==> config.mk <==
export PLATFORM = sky130hd
export DESIGN_NAME = aes_stream_packer
export DESIGN_NICKNAME = d
export VERILOG_FILES = /design/src/rtl/aes_stream_packer.sv
export SDC_FILE = /design/constraint.sdc
export NUM_CORES = 1
export LEC_CHECK = 0
export CAP_MARGIN = 30
export CORE_AREA = 4 4 242 244
export CTS_CLUSTER_DIAMETER = 30
export DETAILED_ROUTE_END_ITERATION = 10
export DIE_AREA = 0 0 246 248
export HOLD_SLACK_MARGIN = 0.02
export PLACE_DENSITY_LB_ADDON = 0.25
export SYNTH_ARGS = -nofsm -noshare
export SYNTH_HDL_FRONTEND = slang
export SYNTH_SLANG_ARGS = --single-unit
export TNS_END_PERCENT = 50
==> constraint.sdc <==
create_clock -name clk -period 18.95 [get_ports clk]
set_clock_uncertainty 0.15 [all_clocks]
set_input_delay 4.7375 -clock clk [delete_from_list [all_inputs] [get_ports clk]]
set_output_delay 4.7375 -clock clk [all_outputs]
set_load 0.02 [all_outputs]
==> src/rtl/aes_stream_packer.sv <==
`timescale 1ns/1ps
// aes_stream_packer
// Packs a 32-bit plaintext word stream into 128-bit blocks, hands each block
// plus the job key to an external AES core, and unpacks the returned
// ciphertext into a 32-bit word stream. A job covers n_blocks blocks and is
// launched by a one-cycle start pulse.
//
// Ports
//   clk, reset        : clock, asynchronous active-high reset
//   clear             : synchronous soft clear (beats start and handshakes)
//   start, n_blocks,  : job launch; n_blocks and key are latched at start
//   key
//   pt_valid/ready/data   : plaintext word stream in (word 0 = MSW)
//   core_start, core_block, core_key : request to the AES core
//   core_done, core_result           : completion pulse and ciphertext
//   ct_valid/ready/data   : ciphertext word stream out (word 0 = MSW)
//   busy, done, blk_cnt   : status; done is a one-cycle pulse, blk_cnt
//                           counts blocks completed in the current job
// All outputs are registered.
module aes_stream_packer #(
  parameter int unsigned CNT_W = 16
) (
  input  logic             clk,
  input  logic             reset,
  input  logic             clear,
  input  logic             start,
  input  logic [CNT_W-1:0] n_blocks,
  input  logic [127:0]     key,
  input  logic             pt_valid,
  output logic             pt_ready,
  input  logic [31:0]      pt_data,
  output logic             core_start,
  output logic [127:0]     core_block,
  output logic [127:0]     core_key,
  input  logic             core_done,
  input  logic [127:0]     core_result,
  output logic             ct_valid,
  input  logic             ct_ready,
  output logic [31:0]      ct_data,
  output logic             busy,
  output logic             done,
  output logic [CNT_W-1:0] blk_cnt
);

  localparam int unsigned BLK_W  = 128;
  localparam int unsigned WORD_W = 32;
  localparam int unsigned WORDS  = BLK_W / WORD_W;
  localparam int unsigned IDX_W  = 2;
  localparam logic [IDX_W-1:0] LAST_IDX = IDX_W'(WORDS - 1);

  typedef enum logic [2:0] {
    S_IDLE    = 3'd0,
    S_COLLECT = 3'd1,
    S_CIPHER  = 3'd2,
    S_EMIT    = 3'd3,
    S_FINISH  = 3'd4
  } state_t;

  state_t               state_q, state_d;
  logic [IDX_W-1:0]     idx_q, idx_d;
  logic [CNT_W-1:0]     nblk_q, nblk_d;
  logic [BLK_W-1:0]     ct_buf_q, ct_buf_d;
  logic [BLK_W-1:0]     core_block_q, core_block_d;
  logic [BLK_W-1:0]     core_key_q, core_key_d;
  logic [CNT_W-1:0]     blk_cnt_q, blk_cnt_d;
  logic                 pt_ready_q, pt_ready_d;
  logic                 core_start_q, core_start_d;
  logic                 ct_valid_q, ct_valid_d;
  logic [WORD_W-1:0]    ct_data_q, ct_data_d;
  logic                 busy_q, busy_d;
  logic                 done_q, done_d;

  logic                 pt_fire;
  logic                 ct_fire;
  logic [CNT_W-1:0]     blk_inc;

  // Word i of a block lives at bits [127-32i -: 32] (word 0 is the MSW).
  function automatic logic [WORD_W-1:0] word_sel(input logic [BLK_W-1:0] blk,
                                                 input logic [IDX_W-1:0] idx);
    logic [WORD_W-1:0] w;
    w = '0;
    unique case (idx)
      2'd0:    w = blk[127:96];
      2'd1:    w = blk[95:64];
      2'd2:    w = blk[63:32];
      default: w = blk[31:0];
    endcase
    return w;
  endfunction

  function automatic logic [BLK_W-1:0] word_ins(input logic [BLK_W-1:0]  blk,
                                                input logic [IDX_W-1:0]  idx,
                                                input logic [WORD_W-1:0] w);
    logic [BLK_W-1:0] b;
    b = blk;
    unique case (idx)
      2'd0:    b[127:96] = w;
      2'd1:    b[95:64]  = w;
      2'd2:    b[63:32]  = w;
      default: b[31:0]   = w;
    endcase
    return b;
  endfunction

  // State and output registers.
  always_ff @(posedge clk or posedge reset) begin
    if (reset) begin
      state_q      <= S_IDLE;
      idx_q        <= '0;
      nblk_q       <= '0;
      ct_buf_q     <= '0;
      core_block_q <= '0;
      core_key_q   <= '0;
      blk_cnt_q    <= '0;
      pt_ready_q   <= 1'b0;
      core_start_q <= 1'b0;
      ct_valid_q   <= 1'b0;
      ct_data_q    <= '0;
      busy_q       <= 1'b0;
      done_q       <= 1'b0;
    end else begin
      state_q      <= state_d;
      idx_q        <= idx_d;
      nblk_q       <= nblk_d;
      ct_buf_q     <= ct_buf_d;
      core_block_q <= core_block_d;
      core_key_q   <= core_key_d;
      blk_cnt_q    <= blk_cnt_d;
      pt_ready_q   <= pt_ready_d;
      core_start_q <= core_start_d;
      ct_valid_q   <= ct_valid_d;
      ct_data_q    <= ct_data_d;
      busy_q       <= busy_d;
      done_q       <= done_d;
    end
  end

  // Next-state, datapath and next-output logic.
  always_comb begin
    state_d      = state_q;
    idx_d        = idx_q;
    nblk_d       = nblk_q;
    ct_buf_d     = ct_buf_q;
    core_block_d = core_block_q;
    core_key_d   = core_key_q;
    blk_cnt_d    = blk_cnt_q;
    ct_data_d    = ct_data_q;
    pt_ready_d   = 1'b0;
    core_start_d = 1'b0;
    ct_valid_d   = 1'b0;
    busy_d       = 1'b0;
    done_d       = 1'b0;

    pt_fire = pt_valid && pt_ready_q;
    ct_fire = ct_valid_q && ct_ready;
    blk_inc = blk_cnt_q + CNT_W'(1);

    unique case (state_q)
      S_IDLE: begin
        if (start) begin
          nblk_d     = n_blocks;
          core_key_d = key;
          blk_cnt_d  = '0;
          idx_d      = '0;
          state_d    = (n_blocks != '0) ? S_COLLECT : S_FINISH;
        end
      end
      S_COLLECT: begin
        if (pt_fire) begin
          core_block_d = word_ins(core_block_q, idx_q, pt_data);
          idx_d        = idx_q + IDX_W'(1);
          if (idx_q == LAST_IDX) begin
            state_d = S_CIPHER;
          end
        end
      end
      S_CIPHER: begin
        if (core_done) begin
          ct_buf_d = core_result;
          idx_d    = '0;
          state_d  = S_EMIT;
        end
      end
      S_EMIT: begin
        if (ct_fire) begin
          idx_d = idx_q + IDX_W'(1);
          if (idx_q == LAST_IDX) begin
            blk_cnt_d = blk_inc;
            state_d   = (blk_inc == nblk_q) ? S_FINISH : S_COLLECT;
          end
        end
      end
      S_FINISH: begin
        state_d = S_IDLE;
      end
      default: begin
        state_d = S_IDLE;
      end
    endcase

    // Soft clear overrides everything decided above.
    if (clear) begin
      state_d      = S_IDLE;
      idx_d        = '0;
      nblk_d       = '0;
      ct_buf_d     = '0;
      core_block_d = '0;
      core_key_d   = '0;
      blk_cnt_d    = '0;
    end

    // Outputs are registered copies of what the next state implies.
    pt_ready_d   = (state_d == S_COLLECT);
    ct_valid_d   = (state_d == S_EMIT);
    busy_d       = (state_d != S_IDLE);
    done_d       = (state_d == S_FINISH);
    core_start_d = (state_d == S_CIPHER) && (state_q != S_CIPHER);

    // ct_data follows the word index in EMIT and holds otherwise, so it
    // stays put across a stalled handshake.
    if (state_d == S_EMIT) begin
      ct_data_d = word_sel(ct_buf_d, idx_d);
    end else if (clear) begin
      ct_data_d = '0;
    end
  end

  assign pt_ready   = pt_ready_q;
  assign core_start = core_start_q;
  assign core_block = core_block_q;
  assign core_key   = core_key_q;
  assign ct_valid   = ct_valid_q;
  assign ct_data    = ct_data_q;
  assign busy       = busy_q;
  assign done       = done_q;
  assign blk_cnt    = blk_cnt_q;

endmodule

# == Word-level counts from Yosys, hierarchy flattened ==
# Index checks and enable logic that the tools add are counted.
# op_classes
addsub,2
n_eq_ne,18
muxes,40
n_reduce_logical,24
# ops
operator,n
128-bit 2-to-1 mux,9
32-bit 2-to-1 mux,6
16-bit 2-to-1 mux,7
32-bit one-hot mux with 3 select lines,1
16-bit one-hot mux with 2 select lines,1
3-bit 2-to-1 mux,9
"16-bit by 1-bit adder with 16-bit output, second input constant",1
16-bit equality test,1
16-bit nonzero test,1
2-bit nonzero test,8
"3-bit by 2-bit equality test with 1-bit output, second input constant",4
3-bit one-hot mux with 4 select lines,1
3-bit AND reduction,4
2-bit 2-to-1 mux,5
"3-bit != test, second input constant",3
2-bit one-hot mux with 4 select lines,1
"2-bit equality test, second input constant",3
"3-bit by 1-bit equality test with 1-bit output, second input constant",2
3-bit nonzero test,2
"2-bit by 1-bit equality test with 1-bit output, second input constant",2
2-bit zero test,2
4-bit AND reduction,1
"3-bit equality test, second input constant",1
1-bit logical AND,3
6 further kinds,6
# word_totals
ff_bits,458
inputBits,311

# == Logic depth before layout (Yosys ltp) ==
# Gate-level depths: netlist of the first run.
# logic_depth
ltp_word,9
depth_mapped,10
depth_no_buf,8

# == Least setup slack after synthesis of the first run ==
# OpenSTA, ideal clock, no wires.
# synth_timing
path_kind,input -> register
startpoint,in pt_valid
endpoint,"reg ct_data_q[31], in the netlist ct_data[31]"
setup_ns,0.121
t_arrival_ns,6.456
required_ns,18.679
setup_slack_ns,12.224
path_stages,7
path_cell_list,and2_1 mux4_2 and2_1 a211o_1 a22o_1 a221o_1 a22o_1
# synth_between
elab_chain_cells,7
word_cells_on_any_way,14
cone_classes,3 x eq/ne; 8 x mux; 3 x reduce/logical
# synth_lines
element,line,text
"start, declared",29,"input logic pt_valid,"
1-bit logical AND *,154,pt_fire = pt_valid && pt_ready_q;
2-bit 2-to-1 mux,169,if (pt_fire) begin
2-bit one-hot mux with 4 select lines,158,unique case (state_q)
2-bit 2-to-1 mux,202,if (clear) begin
"2-bit equality test, or another cell as far along",82,unique case (idx)
32-bit one-hot mux with 3 select lines,82,
32-bit 2-to-1 mux,221,if (state_d == S_EMIT) begin
"end signal, assigned",132,ct_data_q <= ct_data_d;
"end, declared",69,"logic [WORD_W-1:0] ct_data_q, ct_data_d;"
# Mark *: on every way between the ends. The rest lies on a longest branch, timed or not.
# A chain may end at the register's enable or synchronous reset.

# == Worst setup path after layout of the first run ==
# layout_timing
startpoint,in core_done
endpoint,"reg ct_data_q[3], in the netlist ct_data[3]"
# layout_between
elab_chain_cells,6
word_cells_on_any_way,16
cone_classes,3 x eq/ne; 11 x mux; 2 x reduce/logical
# layout_lines
element,line,text
"start, declared",35,"input logic core_done,"
2-bit 2-to-1 mux,178,if (core_done) begin
2-bit one-hot mux with 4 select lines,158,
2-bit 2-to-1 mux,202,
"2-bit equality test, or another cell as far along",82,
32-bit one-hot mux with 3 select lines,82,
32-bit 2-to-1 mux,221,
# Several ways; a longest one is shown, not always the timed one.

==> flow_summary.ini, run 1 <==
[run_status]
run_status = finished, final reports clean

[drt]
detail_route.vias_per_cell = 5.08
drtAntennaViolNets = 0
vias = 18600
drtPass1Iterations = 5
wire_per_inst_um = 20.3
wl_um = 74300
drtIter0Drc = 1334
drcViolationCount = 0

[final_layout]
drive_gt1_frac = 0.0827
fin_cells = 3656
fill_cells = 5068
synthToLayoutAreaGrowth_pct = 54.9
multiInputGateArea_sq_um = 7400
regArea_sq_um = 11500
mostFrequentLayoutCell = nand2_1
most-common-layout-cells = nand2_1, clkdlybuf4s50_1, dfrtp_1, a21oi_1, clkbuf_16
nNetsFinal = 3118

[yosys]
synth_cell_types = 62
mappedNetlistArea_sq_um = 19500
synth_edf_count = 0
syn_nets = 2524
syn_avg_cell_area_sq_um = 8.83
yosysWarnings = 0
synth_seq_area_share = 0.588
synth_flop_cell = dfrtp_1
synthCells = 2208
ys_ff_latch = 458
synth-async-reset-ratio = 1.00

[critical_path]
crit_slowest_cell = nor4bb_4
crit_path_frequent_cell = buf_4
critPathLaunchType = primary input
crit_buf_inv = 3
critPathRequiredTime_ps = 19310
ff2ff_path_depth = 8
critical-path-top-delay-family = buffers and inverters
cpPeakStageDelay_ps = 820
cp_max_fo = 34
reg2reg_to = core_start
reg2reg_setup_slack_ps = 15530
crit_type = primary input to register
worstSetupEndpointType = register
path_cells = clkdlybuf4s50_1 > nor4bb_4 > a211oi_1 > a211oi_4 > buf_4 > nor2_2 > buf_4 > a22o_1
r2r-start = blk_cnt[0]
worstPathArrival_ps = 7740

[placement]
place.gp.congestion = 0.855
dp.cells = 3447
dp.final_hpwl_um = 48800
numPortBuffers = 619

[sta]
max_slew_margin = 0.261
setup_viol = 0
fmax_ghz = 0.136
min_period_over_period = 0.389
hold_viol = 0
rsz0062_at_grt = false
fin_crit_ps = 7370
maxSlewViolCount = 0
worstMarginPinSlew_ps = 1110
setup-tns-final_ps = 0

[die]
core_area_sq_um = 56300
die_w_um = 246
io-pin-count = 620
start_util = 0.347
chipHeight_um = 248
row_count = 87
dieArea_sq_um = 61000

[clock_tree]
post_cts_buffers = 0
h-tree-depth = 3
holdBufCountCts = 0
cts_root_buf = clkbuf_16
cts.path.max_buffers = 3
cts_tree = done
cts_made_buffers = 106
cts_resized = 0
cts.sinks = 458
clk_latency_ps = 630
cts.clk_slew.worst_paths_ps = 50

[global_route]
grt_pass1_vias = 19000
grt_usage = 0.235
grt_pass1_wl_um = 112000
grt_max_degree = 161
antenna_found_initial = 12
grt-ovfl-total = 0

[worst_hold_path]
hold_depth = 1
holdPathEnd = ct_data[12]
hold_path.class = register to register
min_from = ct_data[12]

[power]
p_leak_nw = 12.5
power_density_nw_per_um2 = 104
vdd_drop_max_v = 0.000118

[flow_run]
maxCapViolations = 0
==> where the power goes <==
part	total (mW)	switching (mW)	leakage, nW	internal [mW]
combinational	0.238	0.129	4.33	0.109
sequential	1.01	0.0125	6.32	1.00
clock	1.89	0.582	1.81	1.31
==> cell families (layout without fill, tap and decap cells) <==
kind of cell	Yosys count	in the layout	synth area share
compound gates	541	541	0.155
xor+xnor	19	19	0.00853
fa+ha+maj	5	5	0.00321
buf+inv	176	858	0.0350
flops	458	458	0.588
mux	2	2	0.00167
other cells	0	10	0
simple gates	1007	1007	0.209
==> Yosys cell counts (all sizes together), types with 8 or more instances <==
library cell / count / area [sq um]
nand2: 886 / 3330
dfrtp: 458 / 11500
a21oi: 410 / 2050
clkbuf: 139 / 523
nand3: 38 / 195
a22o: 33 / 289
o21ai: 33 / 165
a22oi: 32 / 240
buf: 28 / 125
nor2: 26 / 105
xnor2: 16 / 140
and2: 10 / 62.6
inv: 9 / 33.8
nor4: 9 / 81.3
nor3: 8 / 40.0
==> worst reg2reg max path, cell delays in order, from the launching register on <==
cell,delay (ps)
dfrtp_1,510
ha_1,330
nand3_2,270
or3_1,410
a2111oi_0,580
o311ai_1,220
nor4_2,420
o21a_2,220
nor4b_4,210
==> stage by stage <==
stage	worst slack (ps)	util	total power [mW]	area (sq um)	hold WS, ps
finish	11580	0.537	3.15	30200	348
global route	11450	0.537	3.25	30200	373
CTS	11630	0.535	3.17	30100	355
detailed placement	10950	0.469	1.26	26400	345
global placement	10880	0.467	1.26	26300	346
floorplan	1290	-	1.12	19500	349
==> state kept, by name (all words and copies together), names as in the netlist <==
signal,count
done,1
nblk_q,16
blk_cnt,16
pt_ready,1
ct_valid,1
busy,1
core_key,128
ct_buf_q,128
ct_data,32
state_q,3
core_block,128
idx_q,2
core_start,1
==> final cells by class <==
cell class / count / area share
Tap cell: 756 / 0.0313
Inverter: 9 / 0.00137
Timing Repair Buffer: 653 / 0.218
Multi-Input combinational cell: 1574 / 0.245
Clock buffer: 134 / 0.0952
Clock inverter: 62 / 0.0286
Antenna cell: 10 / 0.000828
Sequential cell: 458 / 0.379
==> worst max-delay path by stage <==
stage | depth (start not counted) | end | startpoint | slack [ps]
4_1_cts | 8 | ct_data[22] | core_done | 11630
2_1_floorplan | 1 | blk_cnt[0] | reset | 1290
6_report | 8 | ct_data[3] | core_done | 11580
5_1_grt | 9 | ct_data[27] | start | 11450
3_5_place_dp | 8 | ct_data[2] | core_done | 10950
3_3_place_gp | 8 | ct_data[30] | core_done | 10880
==> layer usage <==
metal | wire length [um] | share of wire | global-route usage | vias to the layer above
li1 | - | - | - | 8542
met5 | 34 | 0.00046 | 0 | -
met3 | 6080 | 0.082 | 0.0716 | 152
met4 | 2570 | 0.035 | 0.0988 | 4
met2 | 37200 | 0.50 | 0.392 | 707
met1 | 28400 | 0.38 | 0.283 | 9171
Power figures use the tool's default switching activity.
==> run 2, diff against run 1 <==
Clock period 18.95 ns to 7 ns, I/O delays scaled along.
==> run 2 against run 1 <==
Cell area increased by 1.3%. Global-route usage decreased by 0.16 points. Clock-buffer cell count increased by 15. Total power increased to 2.9 times the previous value. Sequential share of layout area decreased by 0.50 points. Core utilization increased by 0.72 points. Sequential cell count unchanged.
==> flow_summary.ini, run 2 (synthesis results as in run 1) <==
[power]
p_leak_nw = 12.7
power_density_nw_per_um2 = 296
power_mw = 9.05
vdd_drop_max_v = 0.000259

[die]
io-pin-count = 620
row_count = 87
start_util = 0.347
die_w_um = 246
chipHeight_um = 248
core_area_sq_um = 56300
dieArea_sq_um = 61000

[clock_tree]
cts_resized = 0
holdBufCountCts = 0
h-tree-depth = 3
clk_latency_ps = 640
cts.path.max_buffers = 3
post_cts_buffers = 0
cts_made_buffers = 113
cts_tree = done
cts_root_buf = clkbuf_16
cts.sinks = 458
cts.clk_slew.worst_paths_ps = 50

[drt]
drtAntennaViolNets = 0
vias = 18500
drtIter0Drc = 1470
detail_route.vias_per_cell = 5.05
drcViolationCount = 0
wire_per_inst_um = 20.1
drtPass1Iterations = 5
wl_um = 73700

[placement]
place_area_sq_um = 26400
place.gp.congestion = 0.878
dp.final_hpwl_um = 49500
numPortBuffers = 619

[sta]
fin_crit_ps = 4630
hold_viol = 0
worstMarginPinSlew_ps = 1080
max_slew_margin = 0.278
rsz0062_at_grt = false
min_period_over_period = 0.661
setup_viol = 0
maxSlewViolCount = 0
fmax_ghz = 0.216

[worst_hold_path]
hold_path.class = register to register

[critical_path]
cp_max_fo = 34
critPathLaunchType = primary input
crit_type = primary input to register
worstSetupEndpointType = register
reg2reg_setup_slack_ps = 3190
worstPathArrival_ps = 5050
critPathRequiredTime_ps = 7420

[global_route]
grt_pass1_vias = 18900
grt_usage = 0.233
grt_max_degree = 199
grt-ovfl-total = 0
antenna_found_initial = 11
grt_pass1_wl_um = 112000

[flow_run]
maxCapViolations = 0

[final_layout]
most-common-layout-cells = nand2_1, clkdlybuf4s50_1, dfrtp_1, a21oi_1, clkbuf_16
stdcell_area_sq_um = 30600
mostFrequentLayoutCell = nand2_1
synthToLayoutAreaGrowth_pct = 57.0
drive_gt1_frac = 0.0895
nNetsFinal = 3122

[run_status]
run_status = finished, final reports clean
-- run 2: cell count changes in the layout (fill, tap and decap cells not counted), moves of 2 or more --
cell,change
clkbuf_8,+11
clkbuf_16,+8
buf_16,-4
clkbuf_1,-4
clkinv_4,+4
buf_12,+3
bufinv_16,+3
clkinv_2,-3
inv_6,-3
buf_4,-2
diode_2,-2
-- run 2: cell type report --
class	count	area [sq um]
repair buffers	650	6540
clock buffers	149	3210
fillers	4972	25600
well taps	756	946
multi-input cells	1574	7400
inverters	9	37.5
diodes	8	20.0
clock inverters	66	1020
flip-flops and latches	458	11500
-- run 2: metrics by stage --
step / TNS (ps) / utilization / worst slack, ps / hold WS [ps] / std cells
after CTS: 0 / 0.543 / 2450 / 356 / 3661
after global placement: 0 / 0.468 / 1840 / 337 / 3445
after global routing: 0 / 0.544 / 2200 / 372 / 3670
final: 0 / 0.544 / 2370 / 350 / 3670
after detailed placement: 0 / 0.468 / 1770 / 341 / 3446
after floorplan: -502430 / - / -1100 / 349 / 2208
-- run 2: path summary, 6_finish.rpt --
kind,startpoint,endpoint,depth (start not counted)
min in group asynchronous,reset,blk_cnt[11],2
worst max-delay path,n_blocks[11],ct_data[24],9
worst max register to register,state_q[0],ct_data[24],10
worst min-delay path,ct_data[29],ct_data[29],1
max in group asynchronous,reset,core_key[111],3
worst min register to register,ct_data[29],ct_data[29],1
-- run 2: layer usage --
metal,up-vias,global-route usage,part of all wire
met1,9126,0.285,0.39
met3,137,0.0673,0.077
met4,6,0.0954,0.030
met2,688,0.389,0.50
li1,8568,-,-
met5,-,0,0.00056
-- run 2: critical path, cell delays in order --
cell and delay, ps:
clkdlybuf4s50_1 430, nor4_1 330, nand4_1 270, a211oi_1 540, a211oi_4 110, buf_4 290, nor2_2 750, buf_4 370
a22o_1 180
-- run 2: power breakdown --
group	total, mW	internal, mW	switching [mW]
clock network	5.67	4.00	1.68
registers	2.74	2.71	0.0343
logic	0.638	0.293	0.345
